[src/rtl/conv3x3_mac_engine.sv]
`default_nettype none
// ============================================================================
// Module      : conv3x3_mac_engine
// Description : Sequences a 3x3 window against a per-filter weight ROM and
//               streams one signed accumulated result per filter.
// Revision    : 1.0 - initial release
// ============================================================================
module conv3x3_mac_engine #(
  parameter int NUM_FILTERS = 8,
  parameter int ACC_W       = 20,
  parameter int RELU        = 0
) (
  input  logic             clk,
  input  logic             rst,
  input  logic             in_valid,
  output logic             in_ready,
  input  logic [71:0]      in_window,
  output logic [6:0]       weight_addr,
  input  logic [7:0]       weight_in,
  output logic             out_valid,
  input  logic             out_ready,
  output logic [ACC_W-1:0] out_data,
  output logic [2:0]       out_filter,
  output logic             out_last
);

  typedef enum logic [1:0] {
    S_IDLE  = 2'd0,
    S_MAC   = 2'd1,
    S_DRAIN = 2'd2,
    S_OUT   = 2'd3
  } state_t;

  localparam logic [2:0] LAST_FILT = 3'(NUM_FILTERS - 1);

  generate
    if (ACC_W < 18) begin : g_acc_w_check
      $error("ACC_W must be at least 18");
    end
  endgenerate

  state_t                  state;
  logic [2:0]              filt;
  logic [3:0]              k;
  logic                    tap_v;
  logic [3:0]              tap_k;
  logic [71:0]             window;
  logic signed [ACC_W-1:0] acc;

  logic [7:0]              pix;
  logic signed [16:0]      prod;
  logic signed [ACC_W-1:0] acc_base;
  logic signed [ACC_W-1:0] acc_next;
  logic [ACC_W-1:0]        result;

  // Pixels are unsigned, so a zero MSB makes the 9x8 signed multiply exact.
  always_comb begin
    pix      = window[{tap_k, 3'b000} +: 8];
    prod     = $signed({1'b0, pix}) * $signed(weight_in);
    acc_base = (tap_k == 4'd0) ? '0 : acc;
    acc_next = acc_base + {{(ACC_W-17){prod[16]}}, prod};
    result   = ((RELU != 0) && acc_next[ACC_W-1]) ? '0 : acc_next;
  end

  always_comb begin
    weight_addr = '0;
    if (state == S_MAC) begin
      weight_addr = ({4'b0000, filt} * 7'd9) + {3'b000, k};
    end
  end

  always_ff @(posedge clk) begin
    if (rst) begin
      state      <= S_IDLE;
      filt       <= '0;
      k          <= '0;
      tap_v      <= 1'b0;
      tap_k      <= '0;
      acc        <= '0;
      window     <= '0;
      in_ready   <= 1'b1;
      out_valid  <= 1'b0;
      out_data   <= '0;
      out_filter <= '0;
      out_last   <= 1'b0;
    end else begin
      tap_v <= 1'b0;
      if (tap_v) begin
        acc <= acc_next;
      end
      case (state)
        S_IDLE: begin
          if (in_valid && in_ready) begin
            window   <= in_window;
            filt     <= '0;
            k        <= '0;
            in_ready <= 1'b0;
            state    <= S_MAC;
          end
        end
        S_MAC: begin
          // ROM data for this address returns next cycle, alongside tap_k.
          tap_v <= 1'b1;
          tap_k <= k;
          if (k == 4'd8) begin
            state <= S_DRAIN;
          end else begin
            k <= k + 4'd1;
          end
        end
        S_DRAIN: begin
          out_valid  <= 1'b1;
          out_data   <= result;
          out_filter <= filt;
          out_last   <= (filt == LAST_FILT);
          state      <= S_OUT;
        end
        S_OUT: begin
          if (out_ready) begin
            out_valid <= 1'b0;
            if (out_last) begin
              in_ready <= 1'b1;
              state    <= S_IDLE;
            end else begin
              filt  <= filt + 3'd1;
              k     <= '0;
              state <= S_MAC;
            end
          end
        end
        default: state <= S_IDLE;
      endcase
    end
  end

endmodule
`default_nettype wire

[config.mk]
export PLATFORM = sky130hd
export DESIGN_NAME = conv3x3_mac_engine
export DESIGN_NICKNAME = d
export VERILOG_FILES = /design/src/rtl/conv3x3_mac_engine.sv
export SDC_FILE = /design/constraint.sdc
export NUM_CORES = 1
export LEC_CHECK = 0
export BUFFER_PORTS_ARGS = -buffer_cell sky130_fd_sc_hd__buf_2
export CORE_MARGIN = 2
export CORE_UTILIZATION = 64
export DETAILED_ROUTE_END_ITERATION = 8
export GPL_TIMING_DRIVEN = 0
export PLACE_DENSITY = 0.87
export SLEW_MARGIN = 10
export SYNTH_ARGS = -nofsm -noshare
export SYNTH_HDL_FRONTEND = slang
export SYNTH_SLANG_ARGS = --single-unit
[constraint.sdc]
create_clock -name clk -period 14.74 [get_ports clk]
set_clock_uncertainty 0.15 [all_clocks]
set_input_delay 0.737 -clock clk [delete_from_list [all_inputs] [get_ports clk]]
set_output_delay 0.737 -clock clk [all_outputs]
set_load 0.03 [all_outputs]
==> qor.yml, run 1 <==
outcome: "complete, no violations"
cts_buffers: 17
wl_um: 23000
pwr-share-seq_pct: 27.3
critPathTopFamily: "adder cells"
ys.flop_type: "dfxtp_1"
synth.area.top_cells: "dfxtp_1 (29%), ha_1 (11%), fa_1 (8.7%)"
cp.arrival_ns: 9.09
slew_violations: 0
relSlewSlack_pct: 30.3
synth_top_area_share_pct: 29.5
cp_common_cell: "fa_1"
dpl_cell_area_um2: 9760
yosysWarningCount: 0
fin_total_pwr_mw: 1.70
vias: 8029
synth_edf_count: 0
dpl.hpwl_um: 16600
yosysTopAreaCell: "dfxtp_1"
antenna_found_initial: 0
setup_viol: 0
synthToLayoutAreaGrowth_pct: 15.6
drc_errors: 0
p_leak_nw: 4.69
final_layout_size_suffix_gt1_share_pct: 15.3
routed_via_density: 5.83
grt_max_degree: 17
final_area_um2: 10400
syn_nets: 1252
critical_path.endpoint_type: "flop"
max-clock-path-buffers: 2
synth_area_um2: 8960
max_cap_violations: 0
clockRootBuffer: "clkbuf_16"
dieArea_um2: 15000
pwr-share-comb_pct: 47.5
final_common_cell: "nand2_1"
post-route-period-util_pct: 60.3
clock_power_share_pct: 25.3
num-nets-final: 1386
synthCells: 1050
first_global_vias: 7761
path_buf_inv: 5
finalWeightedCongestion: 0.868
wl_per_cell_um: 16.7
max_slew.worst_pin.slew_ns: 1.03
synth_seq_cells: 132
clock_latency_ns: 0.44
slowest_delay_ns: 0.62
ys_seq_area_share_pct: 29.5
die_h_um: 122
avgSynthCellArea_um2: 8.54
core_area_um2: 13800
start_util_pct: 65.1
crit_type: "flop to flop"
firstDrtPassIters: 6
p_sw_mw: 0.706
htree_levels: 4
postLayoutCoreUtil_pct: 75.2
finalCriticalPeriod_ns: 8.89
dr.first_iter.drc_count: 573
gr-total-overflow: 0
max_clock_freq_ghz: 0.112
rsz0062_at_grt: "false"
switching_share_pct: 41.6
tritoncts: "built"
hp-class: "flop to flop"
synthArstFlopShare_pct: 0
startpoint_type: "flop"
cp_max_fo: 10
drtAntennaViolNets: 0
fin_setup_tns_ns: 0
required_ns: 14.94
intPower_mw: 0.993
layout_common_cells: "nand2_1 (190), dfxtp_1 (132), buf_2 (117)"
fp-row-count: 43
synth.distinct_cells: 64
n_antenna_cell: 0
grt_pass1_wl_um: 36600
io_pins: 117
crit_path_top_delay_cell: "clkbuf_1"
track_usage_pct: 31.5
final.fill_count: 994
clkTransAtPathRegs_ns: 0.06
cts_hold_buf: 0
ir_drop_mv: 0.116
die_x_um: 122
io_buffers: 115
cts_resized: 0
p_per_area_nw_per_um2: 164
final-hold-violation-count: 0
clock_sinks: 132
multiInputGateArea_um2: 5810
regArea_um2: 2640
cts_setup_buffers: 0
## flip-flops by register name, indices dropped and copies added (netlist names)
register    count
out_filter      3
in_ready        1
window         72
k               4
tap_v           1
tap_k           4
state           2
out_last        1
filt            3
out_data       20
out_valid       1
acc            20
## worst min-delay path: stages, from the launching register on
cell and delay (ns):
dfxtp_1 0.31, nand2_1 0.05, a21oi_1 0.05
## cells by family (layout without fill, tap and decap cells)
family | count (synthesis) | after routing | synth area share (%)
flops | 132 | 132 | 29.5
buf+inv | 122 | 269 | 5.70
fa+ha+maj | 118 | 118 | 19.7
xor+xnor | 28 | 28 | 2.74
simple gates | 399 | 399 | 20.4
compound gates | 190 | 190 | 12.8
mux | 61 | 61 | 9.10
## per-layer routing
metal | wire length [um] | GRT usage [%] | up-vias
met4 | 786 | 13.9 | 0
li1 | - | - | 3788
met5 | 0 | 0 | -
met1 | 9010 | 37.9 | 3822
met3 | 1780 | 7.34 | 70
met2 | 11400 | 53.6 | 349
## cell usage after synthesis, types with 3 or more instances
cell / number
mux2i_1: 44
clkbuf_1: 39
nor3_1: 3
mux4_2: 16
o21ai_0: 16
a21oi_1: 105
xnor2_1: 18
nor2b_1: 7
nand4_1: 3
nor2_1: 81
a21boi_0: 3
nand3_1: 10
o21ai_1: 4
o21a_1: 8
nand3b_1: 4
a22oi_1: 3
nand2b_1: 7
o22ai_1: 5
fa_1: 39
and3_1: 8
a31oi_1: 4
dfxtp_1: 132
xor2_1: 10
a21o_1: 12
o211ai_1: 3
ha_1: 79
nand2_1: 190
inv_1: 73
clkbuf_8: 5
and2_1: 70
a211oi_1: 6
## metrics by stage
step	hold slack (ns)	std cells	setup slack [ns]
after floorplan	0.283	1050	7.20
after global placement	0.289	1345	6.09
after detailed placement	0.293	1345	5.97
after CTS	0.305	1377	5.88
after global routing	0.315	1377	5.49
final	0.306	1377	5.85
## area by class of cell
type                    count  share of cell area, %
plain buffers              48                   2.25
clock buffers              19                   4.37
clock inverters            13                   1.41
inverters                  74                   2.68
multi-input cells         796                   56.1
flip-flops and latches    132                   25.5
well taps                 180                   2.17
repair buffers            115                   5.55
## power groups by stage
| stage | clock network [mW] | registers, mW | logic (mW) |
|---|---|---|---|
| 3_3_place_gp | 0 | 0.465 | 0.767 |
| 6_report | 0.429 | 0.463 | 0.806 |
| 5_1_grt | 0.444 | 0.469 | 0.893 |
| 4_1_cts | 0.426 | 0.461 | 0.801 |
| 3_5_place_dp | 0 | 0.467 | 0.789 |
| 2_1_floorplan | 0 | 0.484 | 0.579 |
## path summary, 6_finish.rpt
| kind | start | slack (ns) | cells past startpoint | end |
|---|---|---|---|---|
| worst min-delay path | window[62] | 0.31 | 2 | window[62] |
| worst max-delay path | tap_k[1] | 5.85 | 29 | out_data[19] |
| worst min register to register | window[62] | 0.31 | 2 | window[62] |
| worst max register to register | tap_k[1] | 5.85 | 29 | out_data[19] |
(Power assumes the default switching activity.)
==> run 2: changes to the inputs <==
--- a/config.mk
+++ b/config.mk
@@ -7,10 +7,10 @@
 export LEC_CHECK = 0
 export BUFFER_PORTS_ARGS = -buffer_cell sky130_fd_sc_hd__buf_2
 export CORE_MARGIN = 2
-export CORE_UTILIZATION = 64
+export CORE_UTILIZATION = 59
 export DETAILED_ROUTE_END_ITERATION = 8
 export GPL_TIMING_DRIVEN = 0
-export PLACE_DENSITY = 0.87
+export PLACE_DENSITY = 0.81
 export SLEW_MARGIN = 10
 export SYNTH_ARGS = -nofsm -noshare
 export SYNTH_HDL_FRONTEND = slang
==> constraint.sdc (replaced) <==
create_clock -name clk -period 8.9 [get_ports clk]
set_clock_uncertainty 0.15 [all_clocks]
set_input_delay 0.445 -clock clk [delete_from_list [all_inputs] [get_ports clk]]
set_output_delay 0.445 -clock clk [all_outputs]
set_load 0.03 [all_outputs]
==> run 2 against run 1 <==
  * Final cell count rose by 0.51%
  * Register-to-register slack got worse by 5.3 ns
  * Routed wire length fell by 6.0%
  * First-iteration DRC count fell by 24%
  * Clock power rose by 67%
  * Critical path depth did not move
  * Setup slack got worse by 5.3 ns
  * Critical path type unchanged
  * Largest power group unchanged
==> qor.yml, run 2 (synthesized netlist as in run 1, its figures left out) <==
final-hold-violation-count: 0  # unchanged
die_x_um: 127  # +4.0%
io_pins: 117  # unchanged
first_global_vias: 7457  # -3.9%
r2r-start: "tap_k[0]"
ir_drop_mv: 0.168  # +45%
switching_share_pct: 41.3  # -0.24 points
cp_max_fo: 10  # unchanged
io_buffers: 115  # unchanged
p_sw_mw: 1.15  # +64%
drc_errors: 0  # unchanged
top_regs: "window x72, acc x20, out_data x20"
dp.cells: 1353  # +0.59%
rrSetupSlack_ns: 0.53  # -5.32 ns
clockRootBuffer: "clkbuf_16"
crit_end: "out_data[19]"
htree_levels: 4  # unchanged
p_per_area_nw_per_um2: 269  # +64%
fin_ws_ns: 0.526  # -5.32 ns
finalWeightedCongestion: 0.881  # +1.4%
cts_setup_buffers: 0  # unchanged
cp.arrival_ns: 8.56  # -0.53 ns
fin_total_pwr_mw: 2.80  # +65%
clock_sinks: 132  # unchanged
cp_common_cell: "fa_1"
setup_viol: 0  # unchanged
grt_pass1_wl_um: 35400  # -3.2%
final_area_um2: 10400  # +0.17%
drtAntennaViolNets: 0  # unchanged
layout_common_cells: "nand2_1 (190), dfxtp_1 (132), buf_2 (116)"
hp-class: "input port to flop"
finalCriticalPeriod_ns: 8.37  # -0.517 ns
top_register: "window"
stdcell_count: 1384  # +0.51%
relSlewSlack_pct: 28.7  # -1.6 points
post-route-period-util_pct: 94.1  # +34 points
rsz0062_at_grt: "false"
postLayoutCoreUtil_pct: 69.0  # -6.2 points
startpoint_type: "flop"
wl_per_cell_um: 15.6  # -6.5%
critical_path.endpoint_type: "flop"
final_common_cell: "nand2_1"
clock_latency_ns: 0.43  # about the same
n_antenna_cell: 0  # unchanged
firstDrtPassIters: 5  # -1
r2r_cells: 29  # unchanged
antenna_found_initial: 0  # unchanged
synthToLayoutAreaGrowth_pct: 15.8
clkTransAtPathRegs_ns: 0.06  # about the same
dieArea_um2: 16200  # +8.2%
wl_um: 21600  # -6.0%
crit_start: "tap_k[0]"
final_layout_size_suffix_gt1_share_pct: 15.4  # +0.096 points
slew_violations: 0  # unchanged
pre_cts_slack_ns: 0.208  # -5.76 ns
worstReg2RegEnd: "out_data[19]"
crit_type: "flop to flop"
dr.first_iter.drc_count: 436  # -24%
pwr-share-seq_pct: 27.4  # about the same
min_from: "in_window[47]"
crit_path_top_delay_cell: "fa_1"
clock_power_share_pct: 25.6  # +0.3 points
max_slew.worst_pin.slew_ns: 1.06  # +0.0234 ns
fp-row-count: 45  # +4.7%
core_area_um2: 15000  # +9.1%
track_usage_pct: 27.4  # -4.1 points
num-nets-final: 1385  # -0.072%
die_h_um: 127  # +4.0%
max-clock-path-buffers: 2  # unchanged
outcome: "complete, no violations"
slowest_delay_ns: 0.54  # -0.08 ns
grt_max_degree: 17  # unchanged
start_util_pct: 59.6  # -5.5 points
vias: 7869  # -2.0%
cts_buffers: 17  # unchanged
fin_setup_tns_ns: 0  # unchanged
dpl.hpwl_um: 16400  # -1.5%
largest_register_ffs: 72  # unchanged
tritoncts: "built"
fin_hold_ws_ns: 0.102  # -0.203 ns
p_leak_nw: 4.69  # about the same
max_clock_freq_ghz: 0.119  # +6.2%
dpl_cell_area_um2: 9770  # +0.10%
pwr-share-comb_pct: 47.1  # -0.4 points
required_ns: 9.08  # -5.86 ns
max_cap_violations: 0  # unchanged
routed_via_density: 5.69  # -2.5%
intPower_mw: 1.64  # +65%
gr-total-overflow: 0  # unchanged
-- run 2: cell count changes in the layout (fill, tap and decap cells not counted), moves of 2 or more --
cell,previous run,this run
clkinv_2,2,0
clkbuf_1,39,37
inv_8,0,2
clkinv_4,3,5
-- run 2: final cells by class --
| class | instances | area (um2) |
|---|---|---|
| Buffer | 47 | 233 |
| Clock buffer | 18 | 439 |
| Clock inverter | 14 | 168 |
| Fill cell | 1167 | 4650 |
| Inverter | 74 | 278 |
| Multi-Input combinational cell | 796 | 5810 |
| Sequential cell | 132 | 2640 |
| Tap cell | 188 | 235 |
| Timing Repair Buffer | 115 | 576 |
-- run 2: power by group through the flow --
stage / Combinational, mW / Clock (mW) / Sequential, mW
after floorplan: 0.959 / 0 / 0.802
after global placement: 1.28 / 0 / 0.769
after detailed placement: 1.30 / 0 / 0.774
after CTS: 1.32 / 0.715 / 0.763
after global routing: 1.49 / 0.742 / 0.775
final: 1.32 / 0.715 / 0.764
-- run 2: timing repair --
item | 4_1_cts | 5_1_grt
resized for setup | 0 | 3
hold buffers | 0 | 0
endpoints found under the setup margin | 0 | 4
-- run 2: worst min-delay path by stage --
| stage | end | slack (ns) | cells after the start |
|---|---|---|---|
| global placement | window[32] | 0.29 | 2 |
| global route | window[50] | 0.10 | 3 |
| finish | window[47] | 0.10 | 3 |
| detailed placement | window[37] | 0.30 | 2 |
| CTS | window[47] | 0.10 | 3 |
| floorplan | window[16] | 0.28 | 2 |
-- run 2: critical path: cells and delay by family (launching register included) --
family / cells / cell delay, ns
xor gates and xnor gates: 1 / 0.18
and+or+nand+nor: 5 / 1.10
muxes: 3 / 1.13
AOI/OAI and AO/OA: 9 / 1.86
buffers and inverters: 5 / 0.85
DFF: 1 / 0.32
adders and majority gates: 6 / 2.69
-- run 2: layer usage --
metal	global-route usage, %	up-vias	part of all wire (%)
li1	-	3803	-
met1	35.7	3763	43
met2	46.2	262	49
met3	4.73	41	5.7
met4	9.63	0	2.3
met5	0	-	0
==> run 3: changes to the inputs <==
--- a/config.mk
+++ b/config.mk
@@ -6,7 +6,7 @@
 export NUM_CORES = 1
 export LEC_CHECK = 0
 export BUFFER_PORTS_ARGS = -buffer_cell sky130_fd_sc_hd__buf_2
-export CORE_MARGIN = 2
+export CORE_ASPECT_RATIO = 0.7
 export CORE_UTILIZATION = 59
 export DETAILED_ROUTE_END_ITERATION = 8
 export GPL_TIMING_DRIVEN = 0
==> run 3 against run 2 <==
  * Final cell count increased by 0.51%
  * Critical endpoint unchanged
  * Power is 1.2% higher
  * First-iteration DRC count up 61%
  * Via count rose by 0.81%
  * Largest power group unchanged
==> qor.yml, run 3 (synthesized netlist as in run 1, its figures left out) <==
p_leak_nw: 4.69  # about the same
num-nets-final: 1385  # unchanged
critPathTopFamily: "adder cells"
post-route-period-util_pct: 95.7  # +1.6 points
die_h_um: 105  # -17%
crit_path_top_delay_cell: "mux4_2"
clock_latency_ns: 0.41  # -0.02 ns
gr-total-overflow: 0  # unchanged
fin_setup_tns_ns: 0  # unchanged
antenna_found_initial: 0  # unchanged
wl_um: 23200  # +7.2%
worstReg2RegEnd: "out_data[19]"
dp.cells: 1360  # +0.52%
final_layout_size_suffix_gt1_share_pct: 15.5  # +0.084 points
hp-class: "input port to flop"
largest_register_ffs: 72  # unchanged
fin_ws_ns: 0.383  # -0.143 ns
layout_common_cells: "nand2_1 (190), dfxtp_1 (132), buf_2 (116)"
dieArea_um2: 15700  # -3.1%
fin_total_pwr_mw: 2.83  # +1.2%
dpl.hpwl_um: 17200  # +5.1%
final-hold-violation-count: 0  # unchanged
wl_per_cell_um: 16.7  # +6.7%
pwr-share-comb_pct: 48.4  # +1.3 points
max_cap_violations: 0  # unchanged
rsz0062_at_grt: "false"
finalWeightedCongestion: 0.903  # +2.5%
cp.arrival_ns: 8.68  # +0.12 ns
fp-row-count: 37  # -18%
max_clock_freq_ghz: 0.117  # -1.7%
start_util_pct: 60.7  # +1.1 points
vias: 7933  # +0.81%
r2r-start: "tap_k[0]"
min_from: "in_window[37]"
tritoncts: "built"
critical_path.endpoint_type: "flop"
crit_type: "flop to flop"
dr.first_iter.drc_count: 703  # +61%
p_sw_mw: 1.21  # +4.8%
ir_drop_mv: 0.179  # +6.6%
top_register: "window"
startpoint_type: "flop"
final_area_um2: 10400  # -0.12%
firstDrtPassIters: 8  # +3
track_usage_pct: 30.8  # +3.4 points
cts_setup_buffers: 0  # unchanged
finalCriticalPeriod_ns: 8.52  # +0.143 ns
cts_hold_buf: 0  # unchanged
clkTransAtPathRegs_ns: 0.06  # about the same
outcome: "complete, no violations"
clock_power_share_pct: 24.4  # -1.2 points
io_pins: 117  # unchanged
htree_levels: 4  # unchanged
core_area_um2: 14800  # -1.8%
crit_start: "tap_k[0]"
grt_pass1_wl_um: 37800  # +6.7%
grt_max_degree: 17  # unchanged
switching_share_pct: 42.8  # +1.5 points
fin_hold_ws_ns: 0.113  # +0.0101 ns
first_global_vias: 7712  # +3.4%
io_buffers: 115  # unchanged
relSlewSlack_pct: 21.3  # -7.4 points
slowest_delay_ns: 0.59  # +0.05 ns
max_slew.worst_pin.slew_ns: 1.17  # +0.110 ns
drtAntennaViolNets: 0  # unchanged
synthToLayoutAreaGrowth_pct: 15.7
worstSetupPathDepth: 28  # -3.4%
clockRootBuffer: "clkbuf_16"
stdcell_count: 1391  # +0.51%
r2r_cells: 28  # -3.4%
die_x_um: 149  # +17%
cts_buffers: 17  # unchanged
p_per_area_nw_per_um2: 273  # +1.3%
pwr-share-seq_pct: 27.2  # -0.2 points
rrSetupSlack_ns: 0.38  # -0.14 ns
drc_errors: 0  # unchanged
postLayoutCoreUtil_pct: 70.2  # +1.2 points
cp_max_fo: 10  # unchanged
max-clock-path-buffers: 2  # unchanged
dpl_cell_area_um2: 9780  # about the same
setup_viol: 0  # unchanged
routed_via_density: 5.70  # +0.31%
cp_common_cell: "fa_1"
crit_end: "out_data[19]"
required_ns: 9.07  # about the same
intPower_mw: 1.62  # -1.3%
path_buf_inv: 4  # -1
top_regs: "window x72, acc x20, out_data x20"
final_common_cell: "nand2_1"
pre_cts_slack_ns: 0.158  # -0.0496 ns
slew_violations: 0  # unchanged
clock_sinks: 132  # unchanged
n_antenna_cell: 0  # unchanged
[run 3: repair_timing]
item	4_1_cts	5_1_grt
endpoints found under the hold margin	0	0
resized for setup	0	4
setup endpoints to repair	0	4
[run 3: area by class of cell]
class	count	area, um2
Clock buffer	18	439
Buffer	47	233
Tap cell	195	244
Sequential cell	132	2640
Timing Repair Buffer	115	576
Inverter	74	278
Multi-Input combinational cell	796	5810
Clock inverter	14	143
Fill cell	1172	4400
[run 3: worst min path at each step]
stage                 endpoint  slack (ns)  cells past startpoint
global placement    window[41]        0.29                      2
floorplan           window[16]        0.28                      2
CTS                 window[37]        0.10                      3
global route        window[37]        0.11                      3
finish              window[37]        0.11                      3
detailed placement  window[27]        0.30                      2
[run 3: power by group through the flow]
stage	Clock, mW	Combinational, mW	Sequential [mW]
6_report	0.691	1.37	0.769
5_1_grt	0.722	1.53	0.779
4_1_cts	0.693	1.35	0.765
3_5_place_dp	0	1.33	0.776
3_3_place_gp	0	1.29	0.772
2_1_floorplan	0	0.959	0.802
[run 3: layer usage]
metal,wire (um),global-route usage [%],vias up
met5,0,0,-
met4,436,9.69,0
met3,2180,7.25,48
met2,10100,45.4,361
met1,10400,44.3,3733
li1,-,-,3791
[run 3: tightest hold or removal path: stages]
cell and delay [ns]:
buf_2 0.09, nand2_1 0.04, a21oi_1 0.05
